===== src/rtl/rca64_standard_pkg.sv =====
`default_nettype none
// ============================================================================
//  Module      : rca64_standard_pkg
//  Description : Shared constants for the baseline ripple-carry adder slice.
//                ADDER_WIDTH sets the operand/sum width and therefore the
//                length of the carry chain.
//  Revision    : 1.0 - initial release
// ============================================================================
package rca64_standard_pkg;

  localparam int ADDER_WIDTH = 64;

endpackage : rca64_standard_pkg
`default_nettype wire


===== src/rtl/rca64_standard_full_adder.sv =====
`default_nettype none
// ============================================================================
//  Module      : rca64_standard_full_adder
//  Description : Single-bit full adder, one stage of the ripple carry chain.
//  Ports       : a, b   - operand bits
//                cin    - carry from the previous (less significant) stage
//                s      - sum bit
//                cout   - carry into the next (more significant) stage
//  Revision    : 1.0 - initial release
// ============================================================================
module rca64_standard_full_adder (
  input  logic a,
  input  logic b,
  input  logic cin,
  output logic s,
  output logic cout
);

  logic w_prop;

  // Propagate term is shared between the sum and the carry expressions.
  assign w_prop = a ^ b;
  assign s      = w_prop ^ cin;
  assign cout   = (a & b) | (cin & w_prop);

endmodule : rca64_standard_full_adder
`default_nettype wire


===== src/rtl/rca64_standard.sv =====
`default_nettype none
// ============================================================================
//  Module      : rca64_standard
//  Description : WIDTH-bit ripple-carry adder with registered outputs.
//                {C_Out,S} = A + B + C0, captured on every rising clk edge.
//                Baseline datapath for comparing other adder variants; the
//                carry is strictly rippled through WIDTH full-adder stages.
//  Ports       : clk   - clock, rising edge
//                rst   - asynchronous active-high reset, clears S and C_Out
//                A, B  - unsigned operands [WIDTH-1:0]
//                C0    - carry into bit 0
//                S     - registered sum [WIDTH-1:0]
//                C_Out - registered carry out of bit WIDTH-1
//  Revision    : 1.0 - initial release
// ============================================================================
module rca64_standard
  import rca64_standard_pkg::*;
#(
  parameter int WIDTH = ADDER_WIDTH
) (
  input  logic             clk,
  input  logic             rst,
  input  logic [WIDTH-1:0] A,
  input  logic [WIDTH-1:0] B,
  input  logic             C0,
  output logic [WIDTH-1:0] S,
  output logic             C_Out
);

  // Carry chain: w_carry[i] feeds stage i, w_carry[WIDTH] is the final carry.
  logic [WIDTH:0]   w_carry;
  logic [WIDTH-1:0] w_sum;

  logic [WIDTH-1:0] sum_d;
  logic [WIDTH-1:0] sum_q;
  logic             cout_d;
  logic             cout_q;

  assign w_carry[0] = C0;

  // Stages are chained strictly in order; this ripple path is intentionally
  // left unoptimised as the reference critical path.
  for (genvar gi = 0; gi < WIDTH; gi++) begin : g_fa_chain
    rca64_standard_full_adder u_fa (
      .a    (A[gi]),
      .b    (B[gi]),
      .cin  (w_carry[gi]),
      .s    (w_sum[gi]),
      .cout (w_carry[gi+1])
    );
  end

  assign sum_d  = w_sum;
  assign cout_d = w_carry[WIDTH];

  // Asynchronous clear: outputs drop to zero as soon as rst rises, and any
  // result in flight is discarded.
  always_ff @(posedge clk or posedge rst) begin
    if (rst) begin
      sum_q  <= '0;
      cout_q <= 1'b0;
    end else begin
      sum_q  <= sum_d;
      cout_q <= cout_d;
    end
  end

  assign S     = sum_q;
  assign C_Out = cout_q;

endmodule : rca64_standard
`default_nettype wire


===== config.mk =====
export PLATFORM = sky130hd
export DESIGN_NAME = rca64_standard
export DESIGN_NICKNAME = d
export VERILOG_FILES = /design/src/rtl/rca64_standard_pkg.sv /design/src/rtl/rca64_standard_full_adder.sv /design/src/rtl/rca64_standard.sv
export SDC_FILE = /design/constraint.sdc
export NUM_CORES = 1
export LEC_CHECK = 0
export BUFFER_PORTS_ARGS = -buffer_cell sky130_fd_sc_hd__clkbuf_2
export CELL_PAD_IN_SITES_DETAIL_PLACEMENT = 1
export CELL_PAD_IN_SITES_GLOBAL_PLACEMENT = 1
export CORE_MARGIN = 1.5
export CORE_UTILIZATION = 25
export DETAILED_ROUTE_END_ITERATION = 8
export GPL_TIMING_DRIVEN = 0
export PLACE_DENSITY = 0.77
export RECOVER_POWER = 50
export SLEW_MARGIN = 40
export SYNTH_ARGS = -nofsm -noshare
export SYNTH_HDL_FRONTEND = slang
export SYNTH_SLANG_ARGS = --single-unit

===== constraint.sdc =====
create_clock -name clk -period 1.8 [get_ports clk]
set_clock_uncertainty 0.05 [all_clocks]
set_input_delay 0.18 -clock clk [delete_from_list [all_inputs] [get_ports clk]]
set_output_delay 0.18 -clock clk [all_outputs]
set_load 0.01 [all_outputs]

Yosys cells after proc, flatten, opt, wreduce, memory -nomap -nowiden

Index checks and enable logic that the tools add are counted.

Logic and storage cells: 322
Register bits after elaboration: 65
Input port bits: 131
Output and inout port bits: 65

Bitwise operators: 320

Operators with widths:

| cell      | count |
|---|---|
| 1-bit AND | 128 |
| 1-bit XOR | 128 |
| 1-bit OR  | 64 |

Longest topological paths before layout

Depth after elaboration: 129
Gate-level depth with buffers: 68
Gate-level depth less buffers: 68

By module

A second synthesis with hierarchy kept.

Cell total of the unflattened synthesis: 130
Area total of the unflattened synthesis: 2911.5 µm²

By module, submodules not included:

| module                    | seq. area each (µm²) | cells an instance | times used | area each (µm²) |
|---|---|---|---|---|
| rca64_standard            | 1626.6               | 66                | 1          | 1630.3 |
| rca64_standard_full_adder | 0.0                  | 1                 | 64         | 20.0 |

Worst setup path after synthesis

Ideal clock, no wire load.

Kind: input to register
From: input port A[0]
To: register sum_q[63] (netlist: S[63])
Required time: 1.686 ns
Slack: -22.784 ns
Cell stages on the path: 68
Buffers on the path: 0
Arrival time: 24.470 ns
Library setup time: 0.064 ns
Cell sequence: fa_1 > fa_1 > fa_1 > fa_1 > fa_1 > fa_1 > fa_1 > fa_1 > fa_1 > inv_1 > fa_1 > inv_1 > fa_1 > fa_1 > fa_1 > fa_1 > fa_1 > fa_1 > (+32 left out) > fa_1 > fa_1 > fa_1 > fa_1 > fa_1 > fa_1 > fa_1 > fa_1 > fa_1 > fa_1 > fa_1 > fa_1 > fa_1 > fa_1 > fa_1 > inv_1 > fa_1 > inv_1

Longest elaborated chain between the ends: 128
Elaborated cells on any way between the ends: 129
Classes of those cells: bitwise: 129

Ends and longest elaborated chain:

| what                      | line                            | text |
|---|---|---|
| start: declaration        | rca64_standard.sv:23            | `input logic [WIDTH-1:0] A,` |
| 1-bit XOR                 | rca64_standard_full_adder.sv:22 | `assign w_prop = a ^ b;` |
| 1-bit AND                 | rca64_standard_full_adder.sv:24 | `assign cout = (a & b) \| (cin & w_prop);` |
| 1-bit OR *                | rca64_standard_full_adder.sv:24 |  |
| 1-bit AND *               | rca64_standard_full_adder.sv:24 |  |
| 1-bit OR *                | rca64_standard_full_adder.sv:24 |  |
| 1-bit AND *               | rca64_standard_full_adder.sv:24 |  |
| 1-bit OR *                | rca64_standard_full_adder.sv:24 |  |
| 1-bit AND *               | rca64_standard_full_adder.sv:24 |  |
| (+113 left out)           | --                              |  |
| 1-bit AND *               | rca64_standard_full_adder.sv:24 |  |
| 1-bit OR *                | rca64_standard_full_adder.sv:24 |  |
| 1-bit AND *               | rca64_standard_full_adder.sv:24 |  |
| 1-bit OR *                | rca64_standard_full_adder.sv:24 |  |
| 1-bit AND *               | rca64_standard_full_adder.sv:24 |  |
| 1-bit OR *                | rca64_standard_full_adder.sv:24 |  |
| 1-bit XOR *               | rca64_standard_full_adder.sv:23 | `assign s = w_prop ^ cin;` |
| net g_fa_chain[63].u_fa.s | rca64_standard_full_adder.sv:15 | `output logic s,` |
| end signal: assignment    | rca64_standard.sv:63            | `sum_q <= sum_d;` |
| end: declaration          | rca64_standard.sv:35            | `logic [WIDTH-1:0] sum_q;` |

Mark *: on every way through the listed nets, which the timed path passes. The rest lies on a longest branch.

Worst setup path after layout

Ends and elaborated chain as after synthesis.

==> flow_summary.yaml <==
power:
  leakage_nw: 2.19
  ir_worst_vdd_v: 0.000425
  power.total_mw: 4.63
  p_per_area_nw_per_um2: 1010
routing:
  first_iter_violations: 33
  wirelength_um: 7530
  drt_first_pass_iters: 4
  routed_via_density: 3.93
  wl_per_cell_um: 15.2
  ant_nets: 0
  num_vias: 1953
  drc_errors: 0
timing:
  clock.fmax_mhz: 43.9
  fin_crit_ns: 22.76
  worst_slew_pin_slew_ns: 0.787
  report.final.slew_viol_count: 0
  setup_violations: 61
  post-route-period-util: 12.6
  finalHoldViolCount: 0
  setup_ws_ns: -20.96
  tns_ns: -657.96
  slew_headroom: 0.473
  rsz0062_at_grt: "true"
  holdWs_ns: 0.105
yosys:
  syn-cell-area_sq_um: 2950
  synth_compound_area_frac: 0
  syn_area_per_cell_sq_um: 21.1
  synth.ff_latch_count: 65
  yosysWarnings: 0
  synth_top_family_by_area: "adder cells"
  synthCells: 140
  synth.area.mux_share: 0
  seq_area_frac_synth: 0.552
  synth_fa_ha_area_frac: 0.434
  synth-simple-area-share: 0
  synthXorXnorAreaFrac: 0
  synth_nets: 335
  synth_cell_type_count: 3
min_path:
  hold_class: "in2reg"
  min_path_cells: 2
  hp-start: "A[0]"
  min_to: "S[0]"
cts:
  numCtsBuffers: 9
  clockBufferDepth: 2
  cts_setup_buffers: 0
  cts-root-buf: "clkbuf_16"
  cts_tree: "done"
  h-tree-depth: 3
  clock-sinks: 65
  clk_pin_slew_ns: 0.06
critical_path:
  path_common_cell: "fa_2"
  cp_max_fo: 1
  critical_path.slowest_cell: "fa_1"
  end_kind: "flip-flop"
  worst-path-buf-inv: 5
  slowest_delay_ns: 0.40
  arrival_ns: 22.97
  cp_top_family: "adder cells"
  cp.required_ns: 2.01
  start_kind: "primary input"
  critPathKind: "in2reg"
floorplanning:
  start_util: 0.257
  die_area_sq_um: 12500
  rows: 39
  fp.coreArea_sq_um: 11500
  die_height_um: 112
  die_w_um: 112
  io_pins: 196
finish:
  final_cell_mix: "clkbuf_2 (196), dfrtp_1 (65), fa_2 (63)"
  syn_to_final_growth_pct: 55.3
  n_antenna_cell: 0
  drive_above_1_share: 0.782
  fill_cells: 1233
  final_nets: 544
  layout_commonest_cell: "clkbuf_2"
run_status:
  violations: "setup timing"
  status: "finished, violations left"
place:
  dp.final_hpwl_um: 6750
  gp_congestion: 0.712
  numPortBuffers: 195
grt:
  antenna_found_initial: 0
  grt_pass1_wl_um: 12200
  track_usage: 0.133
  grt_pass1_vias: 2367
  overflow: 0
  grt_max_degree: 27
flow_run:
  drv_cap: 0
how the worst max path moves through the flow:
stage               depth (start not counted)    end  from  slack, ns
detailed placement                         69  S[63]  A[0]     -21.52
global placement                           69  S[63]  A[0]     -21.16
global route                               69  S[63]  A[0]     -21.44
floorplan                                  68  S[63]  A[0]     -20.38
CTS                                        69  S[63]  A[0]     -21.15
finish                                     69  S[63]  A[0]     -20.96
registers in the layout, summed over array words and instances, names as in the netlist:
signal and cells:
C_Out 1, S 64
cells by family (layout without fill, tap and decap cells):
family	count (synthesis)	count (layout)
buffers and inverters	11	225
flip-flops	65	65
adder cells (fa/ha/maj)	64	64
stage by stage:
step	worst slack, ns	area (sq um)	cells	util
after floorplan	-20.38	3110	140	-
after global placement	-21.16	4260	478	0.372
after detailed placement	-21.52	4310	480	0.376
after CTS	-21.15	4610	497	0.402
after global routing	-21.44	4580	497	0.399
final	-20.96	4580	497	0.399
repair_timing:
item,in CTS,in global routing
hold buffers,1,0
endpoints found under the setup margin,61,61
endpoints found under the hold margin,15,0
pin swaps,1,0
resized for setup,2,3
per-layer routing:
| metal | GRT usage | routed length, um | vias up |
|---|---|---|---|
| met5 | 0 | 0 | - |
| met1 | 0.139 | 2430 | 983 |
| li1 | - | - | 833 |
| met3 | 0.0561 | 836 | 8 |
| met2 | 0.238 | 4180 | 129 |
| met4 | 0.0464 | 82 | 0 |
cells in the mapped netlist:
cell type	instances	share of area
dfrtp_1	65	0.55
fa_1	64	0.43
inv_1	11	0.014
power breakdown:
| group | switching [mW] | internal, mW |
|---|---|---|
| Sequential | 0.0834 | 1.75 |
| Combinational | 0.586 | 0.502 |
| Clock | 0.599 | 1.11 |
area by class of cell:
cell class	count	area, sq um	share of cell area
Tap cell	143	179	0.0391
Inverter	11	42.5	0.00929
Clock inverter	3	40.0	0.00874
Timing Repair Buffer	198	1000	0.219
Clock buffer	13	250	0.0546
Multi-Input combinational cell	64	1440	0.314
Sequential cell	65	1630	0.355
Note: power is estimated with default switching activity, not from simulation.
